`config.mk`:
```
export PLATFORM = sky130hd
export DESIGN_NAME = lsu_dbus_initiator_flat
export DESIGN_NICKNAME = d
export VERILOG_FILES = /design/src/rtl/lsu_dbus_initiator_if.sv /design/src/rtl/lsu_dbus_initiator.sv /design/src/flat_wrapper.sv
export SDC_FILE = /design/constraint.sdc
export NUM_CORES = 1
export LEC_CHECK = 0
export CORE_AREA = 2 2 94 96
export DETAILED_ROUTE_END_ITERATION = 8
export DIE_AREA = 0 0 96 98
export DONT_BUFFER_PORTS = 1
export PLACE_DENSITY = 0.76
export RECOVER_POWER = 25
export SLEW_MARGIN = 20
export SYNTH_ARGS = -nofsm -noshare
export SYNTH_HDL_FRONTEND = slang
export SYNTH_SLANG_ARGS = --single-unit
```
`constraint.sdc`:
```
create_clock -name clk -period 2.6 [get_ports clk]
set_clock_uncertainty 0.2 [all_clocks]
set_input_delay 0.13 -clock clk [delete_from_list [all_inputs] [get_ports clk]]
set_output_delay 0.13 -clock clk [all_outputs]
set_load 0.01 [all_outputs]
```
`src/rtl/lsu_dbus_initiator_if.sv`:
```
// Data-bus request/acknowledge channel between a load/store initiator and its responder.
interface lsu_dbus_initiator_if #(
  parameter int unsigned XLEN = 32
);
  logic            dbus_req_o;
  logic            dbus_w_en_o;
  logic [XLEN-1:0] dbus_addr_o;
  logic [XLEN-1:0] dbus_w_data_o;
  logic [3:0]      dbus_sel_byte_o;
  logic [XLEN-1:0] dbus_r_data_i;
  logic            dbus_ack_i;

  modport master (
    output dbus_req_o,
    output dbus_w_en_o,
    output dbus_addr_o,
    output dbus_w_data_o,
    output dbus_sel_byte_o,
    input  dbus_r_data_i,
    input  dbus_ack_i
  );

  modport slave (
    input  dbus_req_o,
    input  dbus_w_en_o,
    input  dbus_addr_o,
    input  dbus_w_data_o,
    input  dbus_sel_byte_o,
    output dbus_r_data_i,
    output dbus_ack_i
  );
endinterface

```
`src/rtl/lsu_dbus_initiator.sv`:
```
// Load/store initiator: checks alignment, formats lanes, runs one dbus req/ack transaction
// per execute request, extracts/extends load data and times out a silent responder.
module lsu_dbus_initiator #(
  parameter int unsigned XLEN           = 32,
  parameter int unsigned TIMEOUT_CYCLES = 255
) (
  input  logic                 clk,
  input  logic                 rst_n,
  input  logic                 lsu_req_i,
  input  logic                 lsu_we_i,
  input  logic [2:0]           lsu_op_i,
  input  logic [XLEN-1:0]      lsu_addr_i,
  input  logic [XLEN-1:0]      lsu_wdata_i,
  output logic                 lsu_stall_o,
  output logic                 lsu_done_o,
  output logic [XLEN-1:0]      lsu_rdata_o,
  output logic                 lsu_misalign_o,
  output logic                 lsu_bus_err_o,
  lsu_dbus_initiator_if.master dbus
);

  typedef enum logic [1:0] {StIdle, StReq, StDone} state_e;

  localparam logic [7:0] CntLast = 8'(TIMEOUT_CYCLES - 1);

  state_e          state_q;
  logic [7:0]      cnt_q;
  logic            we_q;
  logic [2:0]      op_q;
  logic [1:0]      addr_lo_q;
  logic [XLEN-1:0] addr_q;
  logic [XLEN-1:0] w_data_q;
  logic [3:0]      sel_q;
  logic            done_q;
  logic            misalign_q;
  logic            bus_err_q;
  logic [XLEN-1:0] rdata_q;

  logic            req_bad;
  logic [3:0]      req_sel;
  logic [XLEN-1:0] req_wdata;
  logic [7:0]      ld_byte;
  logic [15:0]     ld_half;
  logic [XLEN-1:0] ld_val;

  // Request decode: illegal funct3 and misalignment both end as a misalign pulse.
  always_comb begin
    req_bad   = 1'b0;
    req_sel   = 4'b0000;
    req_wdata = lsu_wdata_i;
    case (lsu_op_i)
      3'b000, 3'b100: begin
        req_sel   = 4'b0001 << lsu_addr_i[1:0];
        req_wdata = {4{lsu_wdata_i[7:0]}};
        req_bad   = lsu_we_i & lsu_op_i[2];
      end
      3'b001, 3'b101: begin
        req_sel   = lsu_addr_i[1] ? 4'b1100 : 4'b0011;
        req_wdata = {2{lsu_wdata_i[15:0]}};
        req_bad   = lsu_addr_i[0] | (lsu_we_i & lsu_op_i[2]);
      end
      3'b010: begin
        req_sel = 4'b1111;
        req_bad = |lsu_addr_i[1:0];
      end
      default: req_bad = 1'b1;
    endcase
  end

  // Load extraction from the returned word; op_q[2] selects zero extension.
  always_comb begin
    ld_byte = dbus.dbus_r_data_i[7:0];
    case (addr_lo_q)
      2'd1:    ld_byte = dbus.dbus_r_data_i[15:8];
      2'd2:    ld_byte = dbus.dbus_r_data_i[23:16];
      2'd3:    ld_byte = dbus.dbus_r_data_i[31:24];
      default: ld_byte = dbus.dbus_r_data_i[7:0];
    endcase
    ld_half = addr_lo_q[1] ? dbus.dbus_r_data_i[31:16] : dbus.dbus_r_data_i[15:0];
    case (op_q[1:0])
      2'b00:   ld_val = {{24{ld_byte[7] & ~op_q[2]}}, ld_byte};
      2'b01:   ld_val = {{16{ld_half[15] & ~op_q[2]}}, ld_half};
      default: ld_val = dbus.dbus_r_data_i;
    endcase
  end

  always_ff @(posedge clk) begin
    if (!rst_n) begin
      state_q    <= StIdle;
      cnt_q      <= '0;
      we_q       <= 1'b0;
      op_q       <= '0;
      addr_lo_q  <= '0;
      addr_q     <= '0;
      w_data_q   <= '0;
      sel_q      <= '0;
      done_q     <= 1'b0;
      misalign_q <= 1'b0;
      bus_err_q  <= 1'b0;
      rdata_q    <= '0;
    end else begin
      done_q     <= 1'b0;
      misalign_q <= 1'b0;
      bus_err_q  <= 1'b0;
      rdata_q    <= '0;
      case (state_q)
        StIdle: begin
          if (lsu_req_i) begin
            if (req_bad) begin
              done_q     <= 1'b1;
              misalign_q <= 1'b1;
              state_q    <= StDone;
            end else begin
              we_q      <= lsu_we_i;
              op_q      <= lsu_op_i;
              addr_lo_q <= lsu_addr_i[1:0];
              addr_q    <= {lsu_addr_i[XLEN-1:2], 2'b00};
              w_data_q  <= req_wdata;
              sel_q     <= req_sel;
              cnt_q     <= '0;
              state_q   <= StReq;
            end
          end
        end
        StReq: begin
          if (dbus.dbus_ack_i) begin
            if (!we_q) rdata_q <= ld_val;
            done_q  <= 1'b1;
            state_q <= StDone;
          end else if (cnt_q == CntLast) begin
            done_q    <= 1'b1;
            bus_err_q <= 1'b1;
            state_q   <= StDone;
          end else begin
            cnt_q <= cnt_q + 8'd1;
          end
        end
        StDone:  state_q <= StIdle;
        default: state_q <= StIdle;
      endcase
    end
  end

  // Request drops in the ack cycle so the responder never sees a second request.
  assign dbus.dbus_req_o      = (state_q == StReq) & ~dbus.dbus_ack_i;
  assign dbus.dbus_w_en_o     = we_q;
  assign dbus.dbus_addr_o     = addr_q;
  assign dbus.dbus_w_data_o   = w_data_q;
  assign dbus.dbus_sel_byte_o = sel_q;

  assign lsu_stall_o    = ((state_q == StIdle) & lsu_req_i) | (state_q == StReq);
  assign lsu_done_o     = done_q;
  assign lsu_rdata_o    = rdata_q;
  assign lsu_misalign_o = misalign_q;
  assign lsu_bus_err_o  = bus_err_q;

endmodule

```
`src/flat_wrapper.sv`:
```
// flat-port wrapper written by rule: the top's interface ports become plain ports
module lsu_dbus_initiator_flat 
#(
  parameter int unsigned XLEN           = 32,
  parameter int unsigned TIMEOUT_CYCLES = 255
)
  (clk, rst_n, lsu_req_i, lsu_we_i, lsu_op_i, lsu_addr_i, lsu_wdata_i, lsu_stall_o, lsu_done_o, lsu_rdata_o, lsu_misalign_o, lsu_bus_err_o, dbus_dbus_req_o, dbus_dbus_w_en_o, dbus_dbus_addr_o, dbus_dbus_w_data_o, dbus_dbus_sel_byte_o, dbus_dbus_r_data_i, dbus_dbus_ack_i);
  lsu_dbus_initiator_if #(.XLEN(XLEN)) dbus_i ();
  input  logic clk;
  input  logic rst_n;
  input  logic lsu_req_i;
  input  logic lsu_we_i;
  input  logic [2:0] lsu_op_i;
  input  logic [XLEN-1:0] lsu_addr_i;
  input  logic [XLEN-1:0] lsu_wdata_i;
  output logic lsu_stall_o;
  output logic lsu_done_o;
  output logic [XLEN-1:0] lsu_rdata_o;
  output logic lsu_misalign_o;
  output logic lsu_bus_err_o;
  output wire logic [$bits(dbus_i.dbus_req_o)-1:0] dbus_dbus_req_o;
  output wire logic [$bits(dbus_i.dbus_w_en_o)-1:0] dbus_dbus_w_en_o;
  output wire logic [$bits(dbus_i.dbus_addr_o)-1:0] dbus_dbus_addr_o;
  output wire logic [$bits(dbus_i.dbus_w_data_o)-1:0] dbus_dbus_w_data_o;
  output wire logic [$bits(dbus_i.dbus_sel_byte_o)-1:0] dbus_dbus_sel_byte_o;
  input wire logic [$bits(dbus_i.dbus_r_data_i)-1:0] dbus_dbus_r_data_i;
  input wire logic [$bits(dbus_i.dbus_ack_i)-1:0] dbus_dbus_ack_i;
  assign dbus_dbus_req_o = dbus_i.dbus_req_o;
  assign dbus_dbus_w_en_o = dbus_i.dbus_w_en_o;
  assign dbus_dbus_addr_o = dbus_i.dbus_addr_o;
  assign dbus_dbus_w_data_o = dbus_i.dbus_w_data_o;
  assign dbus_dbus_sel_byte_o = dbus_i.dbus_sel_byte_o;
  assign dbus_i.dbus_r_data_i = dbus_dbus_r_data_i;
  assign dbus_i.dbus_ack_i = dbus_dbus_ack_i;
  lsu_dbus_initiator #(.XLEN(XLEN), .TIMEOUT_CYCLES(TIMEOUT_CYCLES)) u_core (.clk(clk), .rst_n(rst_n), .lsu_req_i(lsu_req_i), .lsu_we_i(lsu_we_i), .lsu_op_i(lsu_op_i), .lsu_addr_i(lsu_addr_i), .lsu_wdata_i(lsu_wdata_i), .lsu_stall_o(lsu_stall_o), .lsu_done_o(lsu_done_o), .lsu_rdata_o(lsu_rdata_o), .lsu_misalign_o(lsu_misalign_o), .lsu_bus_err_o(lsu_bus_err_o), .dbus(dbus_i));
endmodule
```
==> reports/metrics.yaml, run 1 <==
clock_tree:
  numCtsBuffers: 17
  cts_setup_buffers: 0
  clock_tree.root_cell: "clkbuf_8"
  holdBufCountCts: 139
  clock-sinks: 117
  h-tree-depth: 4
  cts.path.max_buffers: 2
  cts.repair.resized: 0
synth:
  synth.largest_area_cell: "dfxtp_1"
  synth-seq-area-share_pct: 46.21
  netlist_area_um2: 5069
  ys.flop_type: "dfxtp_1"
  synth_cell_type_count: 56
  synth.top_cells.by_count: "nand2_1, dfxtp_1, a21oi_1"
  synth-edff-count: 0
  netlist_instances: 588
  synth_most_common_cell: "nand2_1"
  synth_seq_cells: 117
  synth_area_leaders: "dfxtp_1, nand2_1, a21oi_1"
  yosysTopAreaCellShare_pct: 46.21
  ys_async_sr_fraction_pct: 0
  yosys_warnings: 0
  synth.avg_cell_area_um2: 8.620
run_status:
  status: "did not finish"
  firstError: "[ERROR RSZ-0060] Max buffer count reached."
  stop_stage: "4_1_cts"
die:
  rows: 34
  die_w_um: 96
  die_height_um: 98
  io_pins: 210
  initial_core_util_pct: 59.87
placement:
  pre_cts_slack_ns: 0.5127
  io_buffers: 0
  gp_congestion: 0.8478
  dp_hpwl_mm: 9.024
  numPlacedInstances: 660
[per-stage QoR]
stage          hold slack [ns]  util [%]  area (µm²)
2_1_floorplan          0.04041         -        5072
3_3_place_gp           0.04513     59.98        5077
3_5_place_dp           0.04339     59.98        5077
[logic make-up after synthesis]
| family | count (synthesis) | synth area share, % |
|---|---|---|
| adders and majority gates | 2 | 0.4936 |
| DFF | 117 | 46.21 |
| AOI/OAI and AO/OA | 168 | 21.90 |
| buffers and inverters | 54 | 5.307 |
| other | 1 | 0.07398 |
| and+or+nand+nor | 220 | 19.16 |
| muxes | 26 | 6.862 |
==> inputs of run 2 (changes only) <==
--- a/config.mk
+++ b/config.mk
@@ -5,11 +5,11 @@
 export SDC_FILE = /design/constraint.sdc
 export NUM_CORES = 1
 export LEC_CHECK = 0
-export CORE_AREA = 2 2 94 96
+export CORE_AREA = 2 2 116 118
 export DETAILED_ROUTE_END_ITERATION = 8
-export DIE_AREA = 0 0 96 98
+export DIE_AREA = 0 0 118 120
 export DONT_BUFFER_PORTS = 1
-export PLACE_DENSITY = 0.76
+export PLACE_DENSITY_LB_ADDON = 0.15
 export RECOVER_POWER = 25
 export SLEW_MARGIN = 20
 export SYNTH_ARGS = -nofsm -noshare
==> run 2 against run 1 <==
  * The flow now finishes without violations
  * Area after synthesis is the same
  * Synthesized cell count is the same
==> reports/metrics.yaml, run 2 <==
route:
  wirelength_mm: 15.87
  drt-pass1-iter-count: 6
  drt-initial-drc-count: 465
  wire_per_inst_um: 18.20
  num_vias: 4773
  antenna_left: 0
  drc: 0
  viasPerCell: 5.474
timing:
  holdWs_ns: 0.02125
  worst_pin_slew_ns: 1.001
  finalHoldViolations: 0
  max-slew-margin-rel_pct: 33.06
  setup_violations: 0
  period_share_pct: 88.69
  slew_viol_final: 0
  worst_slack_ns: 0.2940
  finalSetupTns_ns: 0
  fmax_mhz: 433.6
  grt_setup_unrepaired: "false"
  fin_crit_ns: 2.306
die:
  core_area_um2: 12980
  dieArea_um2: 14160
  initial_core_util_pct: 39.05
  die_w_um: 118
  io_pins: 210
  die_height_um: 120
  rows: 42
synth:
  netlist_area_um2: 5069
  synth.avg_cell_area_um2: 8.620
  ys.flop_type: "dfxtp_1"
  synth_cell_type_count: 56
  synth_most_common_cell: "nand2_1"
  yosys_warnings: 0
  synth-edff-count: 0
  synth.top_cells.by_count: "nand2_1, dfxtp_1, a21oi_1"
  ys_async_sr_fraction_pct: 0
  synth_seq_cells: 117
  synth.largest_area_cell: "dfxtp_1"
  synth_area_leaders: "dfxtp_1, nand2_1, a21oi_1"
  yosysTopAreaCellShare_pct: 46.21
  netlist_instances: 588
  synth-seq-area-share_pct: 46.21
worst_setup_path:
  critPathMaxFanout: 18
  required_ns: 2.75
  reg2reg_depth: 5
  rrSetupSlack_ns: 0.29
  cp_data_arrival_time_ns: 2.46
  crit_type: "reg2reg"
  cp-end-kind: "register"
  regToRegStartpoint: "u_core.state_q[0]"
  worst_setup_path_start_kind: "register"
  r2r-end: "u_core.lsu_rdata_o[0]"
finish:
  final_cell_mix: "nand2_1, dfxtp_1, dlygate4sd3_1, a21oi_1, nor2_1"
  stdcell_count: 872
  diodes: 0
  layout_commonest_cell: "nand2_1"
  area_growth_pct: 35.84
  final_util_pct: 53.05
  final_nets: 790
  drive_above_1_share_pct: 10.63
  nFillCells: 1217
  multi_input_area_um2: 2474
  regArea_um2: 2342
global_routing:
  grt_overflow: 0
  grt_pass1_wl_mm: 24.86
  grt_usage_pct: 22.28
  grt_max_degree: 89
  grt_pass1_vias: 4696
  antenna_found_initial: 0
placement:
  dp_hpwl_mm: 9.985
  gp_congestion: 0.7954
  pre_cts_slack_ns: 0.4497
  numPlacedInstances: 734
  io_buffers: 0
min_path:
  holdCritPathClass: "in2reg"
  min_to: "u_core.addr_lo_q[1]"
  whs_path_depth: 2
  min_from: "rst_n"
clock_tree:
  h-tree-depth: 4
  cts.path.max_buffers: 2
  clock_tree.root_cell: "clkbuf_16"
  cts_tree: "yes"
  clock-sinks: 117
  cts.clk_slew.worst_paths_ns: 0.06
  numCtsBuffers: 17
  clock_latency_ns: 0.41
power:
  ir_drop_mv: 0.4485
  p_per_area_nw_per_um2: 701.7
  total_leakage_power_nw: 2.582
flow_run:
  cap_violations: 0
run_status:
  status: "completed"
run 2: cell counts after synthesis:
No cell type changed its count.
run 2: cell families after synthesis:
group / after synthesis / synth area share [%]
simple gates: 220 / 19.16
compound gates: 168 / 21.90
flops: 117 / 46.21
buf+inv: 54 / 5.307
mux: 26 / 6.862
fa+ha+maj: 2 / 0.4936
other cells: 1 / 0.07398
run 2: metal layers:
metal	global-route usage [%]	vias to the layer above	routed length (µm)
met4	10.77	0	497
met2	36.52	243	7615
met3	9.221	40	1590
met5	0	-	0
met1	25.16	2209	6170
li1	-	2281	-
run 2: critical path, cell delays in order, from the launching register on:
cell and delay, ns:
dfxtp_1 0.64, nand3b_4 0.13, or3b_1 0.39, buf_4 0.22
a21oi_1 0.13, dlygate4sd3_1 0.54
run 2: how the worst max path moves through the flow:
stage,cells past startpoint,endpoint,slack (ns),startpoint
finish,5,u_core.lsu_rdata_o[0],0.29,u_core.state_q[0]
global route,5,u_core.lsu_rdata_o[0],0.12,u_core.state_q[0]
CTS,5,u_core.lsu_rdata_o[0],0.31,u_core.state_q[0]
detailed placement,5,u_core.dbus.dbus_w_data_o[3],0.45,u_core.state_q[0]
global placement,5,u_core.dbus.dbus_w_data_o[3],0.50,u_core.state_q[0]
floorplan,7,u_core.lsu_rdata_o[20],0.76,u_core.state_q[1]
run 2: cell type report:
class	count	area share, %
multi-input combinational	418	35.93
timing repair buffer	123	17.74
sequential	117	34.02
inverter	7	0.3816
clock inverter	8	1.799
tap	176	3.198
clock buffer	23	6.942
run 2: report_power, final:
group          internal, W  switching (W)  leakage, nW  total (W)
Sequential         0.00186      0.0000900        0.950    0.00195
Clock              0.00157       0.000800        0.289    0.00237
Combinational     0.000245       0.000257         1.34   0.000502
Total              0.00368        0.00115         2.58    0.00483
run 2: what timing repair did:
item / in CTS / in global routing
hold endpoints to repair: 117 / 0
resized for setup: 0 / 0
hold buffers: 106 / 0
buffers inserted: 0 / 0
run 2: metrics by stage:
step	power, W	instance area [µm²]
final	0.004831	6885
after floorplan	0.002251	5072
after detailed placement	0.002315	5195
after global placement	0.002305	5195
after CTS	0.004851	6858
after global routing	0.005006	6885
Power figures use the tool's default switching activity.
==> inputs of run 3 (changes only) <==
--- a/config.mk
+++ b/config.mk
@@ -5,13 +5,14 @@
 export SDC_FILE = /design/constraint.sdc
 export NUM_CORES = 1
 export LEC_CHECK = 0
-export CORE_AREA = 2 2 116 118
+export CORE_AREA = 4 4 118 120
 export DETAILED_ROUTE_END_ITERATION = 8
-export DIE_AREA = 0 0 118 120
+export DIE_AREA = 0 0 122 124
 export DONT_BUFFER_PORTS = 1
-export PLACE_DENSITY_LB_ADDON = 0.15
+export PLACE_DENSITY = 0.64
 export RECOVER_POWER = 25
 export SLEW_MARGIN = 20
 export SYNTH_ARGS = -nofsm -noshare
 export SYNTH_HDL_FRONTEND = slang
 export SYNTH_SLANG_ARGS = --single-unit
+export TNS_END_PERCENT = 1
==> run 3 against run 2 <==
  * Final area is essentially flat
  * Clock-buffer cell count shrank 2
  * Largest cell class unchanged
  * Global-route usage barely moved
  * Sequential share of layout area about the same
  * First-iteration DRC count shrank 23%
  * Sequential power is essentially flat
  * Die area rose by 6.8%
  * Via count is 3.5% higher
  * Maximum frequency down 8.3%
==> reports/metrics.yaml, run 3 (synthesized netlist as in run 2, its figures left out) <==
run_status:
  status: "completed"
finish:
  stdcell_count: 865
  final_cell_mix: "nand2_1, dfxtp_1, dlygate4sd3_1, a21oi_1, nor2_1"
  layout_commonest_cell: "nand2_1"
  area_growth_pct: 35.92
  final_nets: 782
  drive_above_1_share_pct: 10.60
  diodes: 0
route:
  wire_per_inst_um: 19.85
  drt-initial-drc-count: 356
  num_vias: 4940
  viasPerCell: 5.711
  drc: 0
  wirelength_mm: 17.17
  drt-pass1-iter-count: 5
  antenna_left: 0
timing:
  max-slew-margin-rel_pct: 33.24
  worst_pin_slew_ns: 0.9981
  finalSetupTns_ns: 0
  slew_viol_final: 0
  setup_violations: 0
  finalHoldViolations: 0
  grt_setup_unrepaired: "false"
  fmax_mhz: 397.4
  period_share_pct: 96.77
  fin_crit_ns: 2.516
power:
  ir_drop_mv: 0.4523
  p_per_area_nw_per_um2: 738.3
  total_leakage_power_nw: 2.578
global_routing:
  grt_pass1_wl_mm: 26.14
  antenna_found_initial: 0
  grt_pass1_vias: 4962
  grt_usage_pct: 22.33
  grt_max_degree: 75
  grt_overflow: 0
die:
  rows: 42
  die_height_um: 124
  die_w_um: 122
  core_area_um2: 12980
  io_pins: 210
  dieArea_um2: 15130
  initial_core_util_pct: 39.05
worst_setup_path:
  slowest_delay_ns: 0.85
  cp-end-kind: "register"
  crit_type: "in2reg"
  crit_chain: "dlygate4sd3_1 > nand3b_4 > or3b_1 > a21oi_1 > dlygate4sd3_1"
  slowest_stage: "dlygate4sd3_1"
  crit_top_cell: "dlygate4sd3_1"
  required_ns: 2.75
  worst_setup_path_start_kind: "primary input"
  critPathMaxFanout: 18
  cp_data_arrival_time_ns: 2.66
placement:
  dp_hpwl_mm: 10.68
  io_buffers: 0
  gp_congestion: 0.9016
  numPlacedInstances: 729
flow_run:
  cap_violations: 0
clock_tree:
  cts_setup_buffers: 0
  numCtsBuffers: 17
  cts_tree: "yes"
  clock_tree.root_cell: "clkbuf_16"
  cts.path.max_buffers: 2
  h-tree-depth: 4
  clock_latency_ns: 0.41
  cts.clk_slew.worst_paths_ns: 0.06
  clock-sinks: 117
min_path:
  holdCritPathClass: "in2reg"
## run 3: cell types whose count changed in the layout (fill, tap and decap cells not counted), sizes merged
cell,before,now
buf,17,11
bufinv,3,5
clkbuf,23,21
clkinv,6,7
dlygate4sd3,106,104
## run 3: timing repair
item / 4_1_cts / 5_1_grt
gates resized for setup: 0 / 1
setup endpoints to repair: 0 / 2
hold endpoints to repair: 117 / 0
hold buffers: 104 / 0
## run 3: per-stage QoR
step	total power [W]	hold WS (ns)	utilization [%]	area, µm²	setup WS, ns
floorplan	0.002251	0.04041	-	5072	0.7572
CTS	0.005115	0.001760	53.07	6888	0.08147
detailed placement	0.002317	0.04484	39.83	5170	0.2799
global placement	0.002303	0.04163	39.83	5170	0.3527
global route	0.005271	0.05036	53.08	6889	0.04180
finish	0.005086	0.02007	53.08	6889	0.08392
## run 3: critical path: cells and delay by family
| family | cells | cell delay (ns) |
|---|---|---|
| AO/OA/AOI/OAI | 1 | 0.26 |
| buffers and inverters | 2 | 1.43 |
| AND/OR/NAND/NOR | 2 | 0.83 |
## run 3: final cells by class
type                       instances  area (µm²)
fill                            1169        6091
multi-input combinational        418        2474
sequential                       117        2344
timing repair buffer             115        1149
clock buffer                      21       480.5
tap                              176       220.2
clock inverter                    11       196.4
inverter                           7       26.28
## run 3: path summary, 6_finish.rpt
kind,to,from,slack (ns),cells after the start
worst max-delay path,u_core.lsu_rdata_o[0],rst_n,0.08,5
worst min-delay path,u_core.lsu_misalign_o,lsu_addr_i[0],0.02,2
worst max register to register,u_core.lsu_rdata_o[0],u_core.state_q[0],0.18,4
worst min register to register,u_core.op_q[0],u_core.op_q[0],0.26,2
## run 3: metal layers
metal / GRT usage, % / wire length [µm] / up-vias
met5: 0 / 0 / -
met4: 11.20 / 573 / 0
met3: 8.084 / 2000 / 54
met2: 38.40 / 8341 / 334
met1: 24.35 / 6256 / 2292
li1: - / - / 2260
## run 3: power by group
group | switching, W | internal, W
combinational | 0.000268 | 0.000239
clock | 0.000823 | 0.00180
sequential | 0.0000877 | 0.00186
